$ cat src/rtl/multicycle_pkg.sv
// Shared definitions for the multicycle controller: opcodes, ALU encodings,
// FSM state type and the bundled control-strobe record.
package multicycle_pkg;

  localparam logic [3:0] OP_NOP   = 4'h0;
  localparam logic [3:0] OP_ADD   = 4'h1;
  localparam logic [3:0] OP_SUB   = 4'h2;
  localparam logic [3:0] OP_AND   = 4'h3;
  localparam logic [3:0] OP_OR    = 4'h4;
  localparam logic [3:0] OP_LOAD  = 4'h5;
  localparam logic [3:0] OP_STORE = 4'h6;
  localparam logic [3:0] OP_BEQ   = 4'h7;
  localparam logic [3:0] OP_JMP   = 4'h8;
  localparam logic [3:0] OP_HALT  = 4'hF;

  localparam logic [1:0] ALU_ADD = 2'b00;
  localparam logic [1:0] ALU_SUB = 2'b01;
  localparam logic [1:0] ALU_AND = 2'b10;
  localparam logic [1:0] ALU_OR  = 2'b11;

  typedef enum logic [2:0] {
    S_FETCH,
    S_DECODE,
    S_EXECUTE,
    S_MEM,
    S_WB,
    S_HALT
  } state_e;

  typedef struct packed {
    logic       ir_load;
    logic       pc_ld;
    logic       branch;
    logic       flush;
    logic [1:0] alu_op;
    logic       reg_write;
    logic       mem_read;
    logic       mem_write;
    logic       wb_sel;
    logic       halted;
  } ctrl_t;

endpackage

$ cat src/rtl/ctrl_decode.sv
// Combinational output decode: {state, latched opcode, zero} -> control strobes.
import multicycle_pkg::*;

module ctrl_decode (
  input  state_e     state,
  input  logic [3:0] op,
  input  logic       zero,
  output ctrl_t      ctrl
);

  // Per-state strobe generation; everything defaults low.
  always_comb begin
    ctrl = '0;
    case (state)
      S_FETCH: begin
        ctrl.ir_load = 1'b1;
        ctrl.pc_ld   = 1'b1;
      end
      S_EXECUTE: begin
        case (op)
          OP_ADD:            ctrl.alu_op = ALU_ADD;
          OP_SUB:            ctrl.alu_op = ALU_SUB;
          OP_AND:            ctrl.alu_op = ALU_AND;
          OP_OR:             ctrl.alu_op = ALU_OR;
          OP_LOAD, OP_STORE: ctrl.alu_op = ALU_ADD;
          OP_JMP: begin
            ctrl.branch = 1'b1;
            ctrl.flush  = 1'b1;
          end
          OP_BEQ: begin
            ctrl.branch = zero;
            ctrl.flush  = zero;
          end
          default: ;
        endcase
      end
      S_MEM: begin
        ctrl.mem_read  = (op == OP_LOAD);
        ctrl.mem_write = (op == OP_STORE);
      end
      S_WB: begin
        ctrl.reg_write = 1'b1;
        ctrl.wb_sel    = (op == OP_LOAD);
      end
      S_HALT:  ctrl.halted = 1'b1;
      default: ;
    endcase
  end

endmodule

$ cat src/rtl/multicycle_ctrl.sv
// Multicycle control FSM sequencing fetch and execute, one instruction at a time.
// Optional CTRL_STALL_EN: adds mem_ready and holds MEM until it is high.
import multicycle_pkg::*;

module multicycle_ctrl #(
  parameter int ADDR_W  = 8,
  parameter int INSTR_W = 16
) (
  input  logic               clk,
  input  logic               rst,
  input  logic [INSTR_W-1:0] instr,
  input  logic               zero,
`ifdef CTRL_STALL_EN
  input  logic               mem_ready,
`endif
  output logic               ir_load,
  output logic               pc_ld,
  output logic               branch,
  output logic [ADDR_W-1:0]  branch_addr,
  output logic               flush,
  output logic [1:0]         alu_op,
  output logic               reg_write,
  output logic               mem_read,
  output logic               mem_write,
  output logic               wb_sel,
  output logic               halted
);

  state_e            state_q, state_d;
  logic [3:0]        op_q, op_d;
  logic [ADDR_W-1:0] branch_addr_q, branch_addr_d;
  logic [3:0]        opcode;
  logic              mem_done;
  logic              unused_instr_bits;
  ctrl_t             dec;
  ctrl_t             ctrl;

  assign opcode            = instr[INSTR_W-1 -: 4];
  assign unused_instr_bits = ^instr[INSTR_W-5:8];

`ifdef CTRL_STALL_EN
  assign mem_done = mem_ready;
`else
  assign mem_done = 1'b1;
`endif

  // Next-state logic and DECODE-time capture of opcode / branch target.
  always_comb begin
    state_d       = state_q;
    op_d          = op_q;
    branch_addr_d = branch_addr_q;
    case (state_q)
      S_FETCH: state_d = S_DECODE;
      S_DECODE: begin
        op_d          = opcode;
        branch_addr_d = ADDR_W'(instr[7:0]);
        state_d       = (opcode == OP_HALT) ? S_HALT : S_EXECUTE;
      end
      S_EXECUTE: begin
        case (op_q)
          OP_ADD, OP_SUB, OP_AND, OP_OR: state_d = S_WB;
          OP_LOAD, OP_STORE:             state_d = S_MEM;
          default:                       state_d = S_FETCH;
        endcase
      end
      S_MEM: begin
        if (mem_done) state_d = (op_q == OP_LOAD) ? S_WB : S_FETCH;
      end
      S_WB:    state_d = S_FETCH;
      S_HALT:  state_d = S_HALT;
      default: state_d = S_FETCH;
    endcase
  end

  // State and latched-instruction registers.
  always_ff @(posedge clk or posedge rst) begin
    if (rst) begin
      state_q       <= S_FETCH;
      op_q          <= '0;
      branch_addr_q <= '0;
    end else begin
      state_q       <= state_d;
      op_q          <= op_d;
      branch_addr_q <= branch_addr_d;
    end
  end

  ctrl_decode u_decode (
    .state (state_q),
    .op    (op_q),
    .zero  (zero),
    .ctrl  (dec)
  );

  // Reset state is FETCH, so strobes are masked by rst to keep them low while
  // reset is held and to kill any strobe the instant reset asserts.
  assign ctrl        = rst ? '0 : dec;
  assign ir_load     = ctrl.ir_load;
  assign pc_ld       = ctrl.pc_ld;
  assign branch      = ctrl.branch;
  assign flush       = ctrl.flush;
  assign alu_op      = ctrl.alu_op;
  assign reg_write   = ctrl.reg_write;
  assign mem_read    = ctrl.mem_read;
  assign mem_write   = ctrl.mem_write;
  assign wb_sel      = ctrl.wb_sel;
  assign halted      = ctrl.halted;
  assign branch_addr = branch_addr_q;

endmodule

$ cat config.mk
export PLATFORM = sky130hd
export DESIGN_NAME = multicycle_ctrl
export DESIGN_NICKNAME = d
export VERILOG_FILES = /design/src/rtl/multicycle_pkg.sv /design/src/rtl/ctrl_decode.sv /design/src/rtl/multicycle_ctrl.sv
export SDC_FILE = /design/constraint.sdc
export NUM_CORES = 1
export LEC_CHECK = 0
export BUFFER_PORTS_ARGS = -buffer_cell sky130_fd_sc_hd__clkbuf_2
export CELL_PAD_IN_SITES_DETAIL_PLACEMENT = 0
export CELL_PAD_IN_SITES_GLOBAL_PLACEMENT = 1
export CORE_UTILIZATION = 38
export CTS_BUF_LIST = sky130_fd_sc_hd__clkbuf_8
export CTS_CLUSTER_SIZE = 40
export DETAILED_ROUTE_END_ITERATION = 6
export PLACE_DENSITY = 0.88
export SYNTH_ARGS = -nofsm -noshare
export SYNTH_HDL_FRONTEND = slang
export SYNTH_SLANG_ARGS = --single-unit
$ cat constraint.sdc
create_clock -name clk -period 3.57 [get_ports clk]
set_input_delay 0.357 -clock clk [delete_from_list [all_inputs] [get_ports clk]]
set_output_delay 0.357 -clock clk [all_outputs]
set_load 0.03 [all_outputs]
Word-level counts from Yosys, hierarchy flattened
Cells that the tools add are included.
W data, S select, Z words.
{"block": "word_totals", "register_bits": 15, "wordCells": 33}
{"block": "op_classes", "n_eq_ne": 14, "mux": 13, "reduce_logical": 3}
{"op": "$eq A4 B3 Y1 const B", "n": 4}
{"op": "$pmux W3 S5", "n": 1}
{"op": "$mux W11", "n": 1}
{"op": "$eq A4 B2 Y1 const B", "n": 2}
{"op": "$eq A4 B4 Y1 const B", "n": 2}
{"op": "$eq A3 B2 Y1 const B", "n": 2}
{"op": "$eq A3 B3 Y1 const B", "n": 2}
{"op": "$mux W3", "n": 2}
{"op": "$pmux W2 S3", "n": 1}
{"op": "$pmux W3 S2", "n": 1}
{"op": "$eq A4 B1 Y1 const B", "n": 1}
{"op": "$mux W2", "n": 2}
{"op": "$mux W4", "n": 1}
{"op": "$pmux W2 S2", "n": 1}
{"op": "$reduce_or A4 Y1", "n": 1}
{"op": "$eq A3 B1 Y1 const B", "n": 1}
{"op": "$logic_not A3 Y1", "n": 1}
{"op": "$mux W1", "n": 3}
{"op": "$reduce_or A2 Y1", "n": 1}

Depth between registers and ports, before layout
{"block": "depth", "depth_word": 4, "mapped_depth": 5, "mapped_depth_nobuf": 3}

By module
Synthesis repeated with hierarchy kept, for this count alone.
{"block": "hier_totals", "cells_unflattened": 81, "area_unflattened_um2": 949.7}
{"module": "multicycle_ctrl", "n_inst": 1, "cells_each": 60, "area_each_um2": 780.7, "seq_area_each_um2": 375.4}
{"module": "ctrl_decode", "n_inst": 1, "cells_each": 21, "area_each_um2": 168.9, "seq_area_each_um2": 0.0}

Worst setup path after synthesis
No wires, ideal clock.
{"block": "synth_timing", "path_kind": "register to output", "start": "register state_q[0]", "end": "output port wb_sel", "t_arrival_ns": 2.203, "path_slack_ns": 1.010, "path_stages_with_launch": 5, "path_buffers": 1, "cell_sequence": "dfrtp_1 > buf_2 > nor2b_1 > nor3b_2 > nor4b_1"}
{"block": "synth_between", "elab_chain_cells": 3}
{"element": "start, declared", "line": "multicycle_ctrl.sv:29", "rtl": "state_e state_q, state_d;"}
{"element": "start signal, assigned", "line": "multicycle_ctrl.sv:82", "rtl": "state_q <= state_d;"}
{"element": "$eq A3 B3 Y1", "line": "ctrl_decode.sv:14", "rtl": "case (state)"}
{"element": "$mux W1", "line": "ctrl_decode.sv:14"}
{"element": "$mux W11", "line": "multicycle_ctrl.sv:97", "rtl": "assign ctrl = rst ? '0 : dec;"}
{"element": "end, declared", "line": "multicycle_ctrl.sv:25", "rtl": "output logic wb_sel,"}
Every way passes these cells.

Worst setup path in the final report
{"block": "layout_timing", "start": "register op_q[1]", "end": "output port flush"}
{"block": "layout_between", "elab_chain_cells": 4, "elab_cells_between_ends": 5}
{"element": "start, declared", "line": "multicycle_ctrl.sv:30", "rtl": "logic [3:0] op_q, op_d;"}
{"element": "start signal, assigned", "line": "multicycle_ctrl.sv:83", "rtl": "op_q <= op_d;"}
{"element": "$eq A4 B3 Y1 / $eq A4 B4 Y1 (equally long branches)", "line": "ctrl_decode.sv:20", "rtl": "case (op)"}
{"element": "$pmux W2 S2 *", "line": "ctrl_decode.sv:20"}
{"element": "$mux W4 *", "line": "ctrl_decode.sv:14"}
{"element": "$mux W11 *", "line": "multicycle_ctrl.sv:97"}
{"element": "end, declared", "line": "multicycle_ctrl.sv:20", "rtl": "output logic flush,"}
Mark *: on every way between the ends. The rest lies on a longest branch, timed or not.

==> impl_results.md <==
* Run status: finished clean
* Net Sw Frac at 44.4%
* Critical-path maximum fanout at 11
* Type of element launching the critical path: flip-flop
* Number of levels in the clock H-tree at 1
* Number of buffers inserted by port buffering at 33
* Synthesized area at about 840 um^2
* DRC Markers at 0
* # Max-Cap Violations at 0
* Storage cell area at ~380 um^2
* Number of global-route vias before repair at 628
* Max Clock Freq at approximately 0.46 GHz
* Area of the multi-input gates at 395 um^2
* Clock transition at path regs at 0.06 ns
* Pre-CTS setup slack at 1.64 ns
* Global route overflow at 0
* Die area at 2400 um^2
* Final wirelength at 1.57 mm
* Highest ir drop seen on vdd at 0.662 mV
* Setup repair after global routing missed its margin: false
* CTS buffer count at 3
* Path class of the lowest-slack min-delay path: input port to async pin
* TritonCTS clock tree: built
* Count of pins on the block boundary at 38
* Syn Inst Count at 76
* Count of warnings emitted by yosys at 0
* Area growth syn-to-layout at 22.1%
* Hold Violations, Final at 0
* GRT Resource Usage Total at 14.9%
* Category of the most critical setup path: flip-flop to primary output
* Maximum number of pins on one net before global-route repair at 17
* Starting density of the core at 41.5%
* Leakage at 0.479 nW
* Sw Pwr at 0.445 mW
* Part of the power in combinational logic at 48.4%
* # resized after CTS at 0
* Placed wire-length estimate at 1.17 mm
* Slew Limit Fails at 0
* Number of antenna violations at the first check in global routing at 0
* Clock tree buffer depth at 2
* Tightest Pin Transition at 0.905 ns
* Summed area of non-filler cells in the final layout at 1020 um^2
* Proportion of synthesized chip area in sequential cells at between 40% and 50%
* Worst max-slew margin expressed relative to the limit at 39.4%
* Syn_area_per_cell at 11.0 um^2
* Share of post-route cells with drive strength above 1 at 49.5%
* Setup TNS at 0 ns
* GPL Wtd Cong at 0.816
* Post-layout net count at 125
* Floorplan die width at 49.0 um
* Clk pwr share at 13.7%
* Sequential share of power at 38.0%
* Ant. Diodes at 0
* Internal power at about 0.56 mW
* CP Capture Type: primary output
* Final worst-path setup slack at 1.38 ns
* Required time worst endpoint at 3.21 ns
* Power per unit of standard cell area at 980 nW/um^2
* Shortest clock period the worst path allows after layout at 2.19 ns
* Number of buffers added for setup after CTS at 0
* CTS Root Cell: sky130_fd_sc_hd__clkbuf_8
* Final antenna-violating net count at 0
* Seq cells post-synth at 15
* Overall via count from detail_route at 667
* First-pass iteration count of the detailed router at 4
* Max Clock Skew at between 0.006 and 0.007 ns
* Average wire per cell in the routed design at 11.9 um
* Core box area at 2020 um^2
* Distinct cells, synth at 32
* Total placed instance area at 977 um^2
* Vias per std cell at around 5.1
* Clock insertion delay at the later pin of the skew report at 0.25 ns
* Data arrival time of the critical path at 1.83 ns
* Final setup violation count at 0
* DRC marker count from the first detailed-route iteration at 5
* Syn nets at 95
* Clock sink count at 15
* Final-layout worst hold slack at approximately 0.2 ns
* Die outline height at 49.0 um
* Final period util at 61.3%
* Hold-fix buffers at CTS at 0
* Wire length of the first global-routing pass at around 2.8 mm
* Filler cells at 188
* Number of standard-cell rows in the floorplan at 16
[cells in the mapped netlist]
cell / count / share of area (%)
sky130_fd_sc_hd__nor3b_2: 1 / 1.5
sky130_fd_sc_hd__nand2_1: 5 / 2.2
sky130_fd_sc_hd__or4b_1: 1 / 1.2
sky130_fd_sc_hd__buf_4: 3 / 2.7
sky130_fd_sc_hd__nor2b_1: 2 / 1.5
sky130_fd_sc_hd__buf_6: 2 / 2.7
sky130_fd_sc_hd__inv_1: 2 / 0.90
sky130_fd_sc_hd__or2_2: 1 / 0.75
sky130_fd_sc_hd__nor4_1: 1 / 0.75
sky130_fd_sc_hd__nor2_1: 4 / 1.8
sky130_fd_sc_hd__nand4_1: 2 / 1.5
sky130_fd_sc_hd__buf_2: 3 / 1.8
sky130_fd_sc_hd__nand2b_4: 1 / 1.6
sky130_fd_sc_hd__nor3_1: 4 / 2.4
sky130_fd_sc_hd__a221oi_1: 1 / 1.0
sky130_fd_sc_hd__and4b_1: 1 / 1.2
sky130_fd_sc_hd__mux2_2: 12 / 16
sky130_fd_sc_hd__xor2_1: 2 / 2.1
sky130_fd_sc_hd__nand3b_1: 1 / 0.90
sky130_fd_sc_hd__xnor2_1: 1 / 1.0
sky130_fd_sc_hd__dfrtp_1: 15 / 45
sky130_fd_sc_hd__o32ai_1: 1 / 1.0
sky130_fd_sc_hd__o2bb2ai_1: 1 / 1.0
sky130_fd_sc_hd__o21a_1: 1 / 0.90
sky130_fd_sc_hd__nor3b_1: 1 / 0.90
sky130_fd_sc_hd__o21bai_1: 1 / 0.90
sky130_fd_sc_hd__nor4b_1: 1 / 1.0
sky130_fd_sc_hd__nand3_1: 1 / 0.60
sky130_fd_sc_hd__or2b_1: 1 / 0.90
sky130_fd_sc_hd__o21ai_0: 1 / 0.60
sky130_fd_sc_hd__a21oi_1: 1 / 0.60
sky130_fd_sc_hd__and4_1: 1 / 1.0
[per-stage QoR]
step	total power [mW]	instances	util, %
after floorplan	0.797	76	-
after global placement	0.855	128	48.3
after detailed placement	0.869	128	48.3
after CTS	1.01	132	50.6
after global routing	1.07	132	50.6
final	1.00	132	50.6
[final cells by class]
type	count	share of cell area, %
multi-input cells	51	38.6
flip-flops and latches	15	36.7
repair buffers	33	16.1
clock buffers	3	4.03
well taps	27	3.30
inverters	2	0.733
clock inverters	1	0.489
[power groups by stage]
stage	combinational (mW)	sequential [mW]	clock (mW)
finish	0.485	0.381	0.137
global route	0.529	0.399	0.146
CTS	0.491	0.378	0.139
detailed placement	0.489	0.381	0
global placement	0.478	0.377	0
floorplan	0.400	0.397	0
[worst paths after layout]
path | startpoint | to | slack, ns | cells past startpoint
max in group asynchronous | rst | op_q[3] | 2.98 | 2
min reg2reg | branch_addr[7] | branch_addr[7] | 0.51 | 1
min | rst | op_q[2] | 0.20 | 2
min in group clk | instr[0] | branch_addr[0] | 0.33 | 2
max | op_q[1] | flush | 1.38 | 4
max reg2reg | state_q[1] | branch_addr[6] | 1.69 | 3
[critical path, cell delays in order (launching register included)]
cell and delay, ns:
sky130_fd_sc_hd__dfrtp_1 0.50, sky130_fd_sc_hd__or4b_1 0.55, sky130_fd_sc_hd__o21ai_0 0.09, sky130_fd_sc_hd__and4b_1 0.24, sky130_fd_sc_hd__clkbuf_2 0.21
[per-layer routing]
layer | GRT usage, % | part of all wire [%] | wire (um) | up-vias
met5 | 0 | 0 | 0 | -
met4 | 1.47 | 0.51 | 8 | 0
met3 | 6.23 | 6.8 | 106 | 3
met2 | 23.8 | 45 | 699 | 25
met1 | 19.5 | 48 | 756 | 312
li1 | - | - | - | 327
[registers in the layout, summed over array words and instances, names as in the netlist]
name         flops
op_q             4
branch_addr      8
state_q          3
[placed cells by master, fill, tap and decap left out, types with 2 or more instances in the layout]
master,n
sky130_fd_sc_hd__nor2b_1,2
sky130_fd_sc_hd__nand2_1,5
sky130_fd_sc_hd__clkbuf_8,3
sky130_fd_sc_hd__nor2_1,4
sky130_fd_sc_hd__inv_1,2
sky130_fd_sc_hd__xor2_1,2
sky130_fd_sc_hd__mux2_2,12
sky130_fd_sc_hd__clkbuf_2,33
sky130_fd_sc_hd__dfrtp_1,15
sky130_fd_sc_hd__nor3_1,4
sky130_fd_sc_hd__nand4_1,2
[kinds of logic after synthesis]
family,after synthesis,synth area share (%)
AND/OR/NAND/NOR,29,21.8
flip-flops,15,44.8
multiplexers,12,16.1
buffers and inverters,10,8.06
AO/OA/AOI/OAI,7,6.12
XOR/XNOR,3,3.13
Note: power is estimated with default switching activity, not from simulation.
